==> src/rtl/mac_sequencer.sv <==
// Instruction sequencer: 8-deep instruction FIFO feeding a MAC datapath over a valid/ready issue port.
// Latency: an instruction pushed into an empty FIFO at edge N is popped at N+1; dp_valid is high from N+1.
// Backpressure: instr_ready drops at 8 entries; dp_ready stalls ISSUE up to TIMEOUT cycles, then abort to HALT.
//
// Ports:
//   clk, rst_n                   clock, async active-low reset
//   run, flush, clear_err        pop enable, FIFO flush, HALT exit
//   instr_in/instr_valid/instr_ready   instruction push port ([7:6] opcode, [5:0] operand)
//   dp_op/dp_operand/dp_valid/dp_ready issue port to the MAC datapath
//   fifo_count, busy, issued_count, err_timeout   status
module mac_sequencer #(
    parameter int TIMEOUT = 16
) (
    input  logic       clk,
    input  logic       rst_n,
    input  logic       run,
    input  logic       flush,
    input  logic       clear_err,
    input  logic [7:0] instr_in,
    input  logic       instr_valid,
    output logic       instr_ready,
    output logic [1:0] dp_op,
    output logic [5:0] dp_operand,
    output logic       dp_valid,
    input  logic       dp_ready,
    output logic [3:0] fifo_count,
    output logic       busy,
    output logic [7:0] issued_count,
    output logic       err_timeout
);

    localparam int WW = $clog2(TIMEOUT + 1);
    localparam logic [WW-1:0] WAIT_LAST = WW'(TIMEOUT - 1);

    typedef enum logic [1:0] {
        IDLE  = 2'd0,
        ISSUE = 2'd1,
        HALT  = 2'd2
    } state_t;

    state_t          state;
    state_t          state_nxt;

    logic [7:0]      mem [8];
    logic [2:0]      wr_ptr;
    logic [2:0]      rd_ptr;
    logic [3:0]      count;
    logic [7:0]      head;
    logic            push;

    logic            pop;
    logic            load;
    logic            hs;
    logic            abort;
    logic            clr;
    logic [WW-1:0]   wait_cnt;

    // ------------------------------------------------------------------
    // Instruction FIFO
    // ------------------------------------------------------------------
    // Ready comes only from registered occupancy, so a pop in the same
    // cycle never opens a slot for a push at count 8.
    assign instr_ready = (count != 4'd8);
    assign push        = instr_valid && instr_ready && !flush;
    assign head        = mem[rd_ptr];
    assign fifo_count  = count;

    always_ff @(posedge clk) begin
        if (push) begin
            mem[wr_ptr] <= instr_in;
        end
    end

    always_ff @(posedge clk or negedge rst_n) begin
        if (!rst_n) begin
            wr_ptr <= 3'd0;
            rd_ptr <= 3'd0;
            count  <= 4'd0;
        end else if (flush) begin
            // pop is already suppressed by flush in the FSM
            wr_ptr <= 3'd0;
            rd_ptr <= 3'd0;
            count  <= 4'd0;
        end else begin
            if (push) begin
                wr_ptr <= wr_ptr + 3'd1;
            end
            if (pop) begin
                rd_ptr <= rd_ptr + 3'd1;
            end
            case ({push, pop})
                2'b10:   count <= count + 4'd1;
                2'b01:   count <= count - 4'd1;
                default: count <= count;
            endcase
        end
    end

    // ------------------------------------------------------------------
    // Sequencer FSM
    // ------------------------------------------------------------------
    always_ff @(posedge clk or negedge rst_n) begin
        if (!rst_n) begin
            state <= IDLE;
        end else begin
            state <= state_nxt;
        end
    end

    always_comb begin
        state_nxt = state;
        pop       = 1'b0;
        load      = 1'b0;
        hs        = 1'b0;
        abort     = 1'b0;
        clr       = 1'b0;
        case (state)
            IDLE: begin
                if (run && (count != 4'd0) && !flush) begin
                    pop = 1'b1;
                    // NOP is retired by the pop alone
                    if (head[7:6] != 2'b00) begin
                        load      = 1'b1;
                        state_nxt = ISSUE;
                    end
                end
            end
            ISSUE: begin
                // a handshake in the last allowed cycle wins over the abort
                if (dp_ready) begin
                    hs        = 1'b1;
                    state_nxt = IDLE;
                end else if (wait_cnt == WAIT_LAST) begin
                    abort     = 1'b1;
                    state_nxt = HALT;
                end
            end
            HALT: begin
                if (clear_err) begin
                    clr       = 1'b1;
                    state_nxt = IDLE;
                end
            end
            default: begin
                state_nxt = IDLE;
            end
        endcase
    end

    // ------------------------------------------------------------------
    // Issue registers, wait counter, status
    // ------------------------------------------------------------------
    assign dp_valid = (state == ISSUE);
    assign busy     = (state != IDLE) || (count != 4'd0);

    always_ff @(posedge clk or negedge rst_n) begin
        if (!rst_n) begin
            dp_op        <= 2'd0;
            dp_operand   <= 6'd0;
            wait_cnt     <= '0;
            issued_count <= 8'd0;
            err_timeout  <= 1'b0;
        end else begin
            if (load) begin
                dp_op      <= head[7:6];
                dp_operand <= head[5:0];
            end

            // counts ISSUE cycles that ended without a handshake
            if ((state == ISSUE) && !hs && !abort) begin
                wait_cnt <= wait_cnt + 1'b1;
            end else begin
                wait_cnt <= '0;
            end

            if (hs) begin
                issued_count <= issued_count + 8'd1;
            end

            if (abort) begin
                err_timeout <= 1'b1;
            end else if (clr) begin
                err_timeout <= 1'b0;
            end
        end
    end

endmodule

==> config.mk <==
export PLATFORM = sky130hd
export DESIGN_NAME = mac_sequencer
export DESIGN_NICKNAME = d
export VERILOG_FILES = /design/src/rtl/mac_sequencer.sv
export SDC_FILE = /design/constraint.sdc
export NUM_CORES = 1
export LEC_CHECK = 0
export CORE_UTILIZATION = 30
export DETAILED_ROUTE_END_ITERATION = 7
export PLACE_DENSITY = 0.51
export SLEW_MARGIN = 20
export SYNTH_ARGS = -nofsm -noshare
export SYNTH_HDL_FRONTEND = slang
export SYNTH_SLANG_ARGS = --single-unit
==> constraint.sdc <==
create_clock -name clk -period 3.4 [get_ports clk]
set_clock_uncertainty 0.1 [all_clocks]
set_input_delay 0.51 -clock clk [delete_from_list [all_inputs] [get_ports clk]]
set_output_delay 0.51 -clock clk [all_outputs]
set_load 0.01 [all_outputs]
==> metrics.md <==
| Metric | Value |
|---|---|
| Outcome | finished, final reports clean |
| Worst-path clk slew | around 0.070 ns |
| Fin. max-slew vios | 0 |
| FF-to-FF path depth | 9 |
| Commonest non-fill, non-tap cell in the layout | edfxtp_1 |
| Post-route setup slack | around 0.56 ns |
| Sw Ratio | 27.2% |
| CP max FO | 8 |
| Flop2flop setup slack | approximately 0.68 ns |
| # clock sinks | 98 |
| Row count | 42 |
| First-pass GRT wire length | between 10000 and 15000 um |
| CP Class | reg -> out |
| Syn_nets | 270 |
| Final nets | around 330 |
| Cell count after synthesis | around 250 |
| Type of origin of the critical path | flop |
| Vias/cell | roughly 4.6 |
| Fmax | 352 MHz |
| Storage element area | between 2000 and 3000 um^2 |
| Clock Path Buffers | 2 |
| Synth Warn # | 0 |
| Fin crit period | roughly 2.8 ns |
| Setup bufs post-CTS | 0 |
| Layout cell share with drive strength beyond 1 | between 20% and 30% |
| Final HPWL DP | roughly 5200 um |
| #FFs+latches synth | 98 |
| Starting Density | a little under a third |
| Final setup violation count | 0 |
| Yosys cell types | 40 |
| Final routed DRC violation total | 0 |
| Fin. Hold Viols | 0 |
| Most frequent cells in the layout | edfxtp_1, clkdlybuf4s50_1, dfrtp_1 |
| PD cells | roughly 700 nW/um^2 |
| Buffers on Ports | 38 |
| Hold_sp | issued_count[7] |
| RSZ-0062 raised after global routing | false |
| Vias in the first global route | 2296 |
| Top FF cell, synth | edfxtp_1 |
| Worst-Skew Late Latency | 0.34 ns |
| CP endpoint kind | output port |
| Seq pwr share | 43.0% |
| Post-synth ARST share | a little over a third |
| Worst R2R Start | fifo_count[1] |
| Max Cap Violations | 0 |
| CTS Buf Count | 9 |
| Hold Path Class | reg -> reg |
| Worst VDD drop | 0.000248 V |
| DIE AREA | about 14000 um^2 |
| WL/cell | ~16 um |
| Post-layout power | roughly 0.0036 W |
| Initial DRC Count | about 120 |
| Arrival time at the worst endpoint | ~2.2 ns |
| Final ANT Viol Nets | 0 |
| Synth Area per Inst | about 17 um^2 |
| Routability cong. | 0.708 |
| Core footprint | around 13000 um^2 |
| Final period util | 83.5% |
| Vias | around 2200 |
| Internal power | between 0.002 and 0.003 W |
| Worst Tran Pin Value | between 0.6 and 0.7 ns |
| Setup TNS Final | 0 ns |
| GRT Total Usage | 12.1% |
| Total length of routed wires | a little under 8000 um |
| Syn Std Cell Area | around 4100 um^2 |
| DIE WIDTH | ~120 um |
| CTS tree | built |
| Multi-input combinational cell area | around 1300 um^2 |
| Total net switching power | between 0.0009 and 0.001 W |
| Clk network pwr share | a little under a third |
| Hold Path Cell Cnt | 1 |
| Rel. slew slack | between 50% and 60% |
| Number of iterations in the first detailed-routing pass | 4 |
| Root Driver | clkbuf_16 |
| I/O Pins | 39 |
| Die height | ~120 um |
| Initial antenna violation count | 0 |
| Combinational Power Share | between 20% and 30% |
| Lkg Pwr | around 1.9 nW |
| Fillers | between 1000 and 1500 |
| Hold_buf cts | 0 |
| CTS H-tree depth | 3 |
| Post-synth EDFFs | 64 |
| Post-synthesis to final-layout area growth | 24.0% |
| Place WS | 0.585 ns |
| Antenna Diode Count | 0 |
| Worst EP required | about 2.8 ns |
| Cts repair resizes | 0 |
| Hold Path End | issued_count[7] |
| Total congestion overflow | 0 |
| R2r endpoint | fifo_count[3] |
| Sequential-to-total area share from yosys stat | 67.2% |
| Largest net degree at the start of global routing | 35 |
-- logic make-up (layout without fill, tap and decap cells) --
group	Yosys count	count (layout)	synth area share (%)
DFF	98	98	67.2
and+or+nand+nor	69	69	8.92
muxes	34	34	14.1
xor gates and xnor gates	16	16	3.85
AOI/OAI and AO/OA	15	15	2.67
buffers and inverters	9	70	1.12
adders and majority gates	7	7	2.12
-- worst max-delay path by stage --
stage | start | end | slack, ns
2_1_floorplan | fifo_count[1] | fifo_count[3] | 0.81
3_3_place_gp | flush | fifo_count[3] | 0.62
3_5_place_dp | flush | fifo_count[3] | 0.59
4_1_cts | fifo_count[1] | busy | 0.54
5_1_grt | fifo_count[1] | busy | 0.49
6_report | fifo_count[1] | busy | 0.56
-- through the flow --
| stage | hold WS (ns) | utilization [%] | instances | cell area [um^2] |
|---|---|---|---|---|
| 6_report | 0.378 | 38.3 | 485 | 5110 |
| 5_1_grt | 0.414 | 38.3 | 485 | 5110 |
| 4_1_cts | 0.380 | 38.3 | 485 | 5110 |
| 3_5_place_dp | 0.370 | 35.9 | 469 | 4790 |
| 3_3_place_gp | 0.357 | 35.9 | 469 | 4790 |
| 2_1_floorplan | 0.114 | - | 248 | 4120 |
-- sequential cells by signal (all words and copies together) (netlist names) --
name / flops
wait_cnt: 5
state: 2
mem: 64
err_timeout: 1
dp_operand: 6
rd_ptr: 3
issued_count: 8
fifo_count: 4
dp_op: 2
wr_ptr: 3
-- Yosys cell counts (all sizes together), types with 3 or more instances --
library cell | number | area, um^2
clkbuf | 3 | 11.3
nor2 | 27 | 101
nand2b | 6 | 37.5
xnor2 | 9 | 97.6
o21ai | 8 | 40.0
edfxtp | 64 | 1920
buf | 4 | 27.5
xor2 | 7 | 61.3
a21oi | 3 | 15.0
ha | 7 | 87.6
mux2i | 4 | 40.0
mux4 | 16 | 360
nand2 | 14 | 60.1
mux2 | 14 | 180
dfrtp | 34 | 851
nand3 | 4 | 20.0
-- worst max-delay path, stage by stage, from the launching register on --
cell	delay (ns)
dfrtp_1	0.48
or4_4	0.59
or3_1	0.32
clkdlybuf4s50_1	0.50
-- per-layer routing --
metal	routed length, um	GRT usage (%)
met5	0	0
met4	86	5.70
met3	203	2.78
met2	3740	18.7
met1	3830	16.2
-- power groups by stage --
stage / clock [W] / sequential [W] / combinational, W
6_report: 0.00109 / 0.00154 / 0.000940
5_1_grt: 0.00117 / 0.00156 / 0.00102
4_1_cts: 0.00113 / 0.00154 / 0.000957
3_5_place_dp: 0 / 0.00157 / 0.000955
3_3_place_gp: 0 / 0.00156 / 0.000950
2_1_floorplan: 0 / 0.00156 / 0.000560
-- cell type report --
cell class | count | area share, %
flip-flops and latches | 98 | 54.2
repair buffers | 52 | 9.49
clock inverters | 7 | 1.93
well taps | 176 | 4.31
inverters | 2 | 0.147
multi-input cells | 141 | 25.5
clock buffers | 9 | 4.40
No activity file was read; power rests on OpenSTA's default activity.
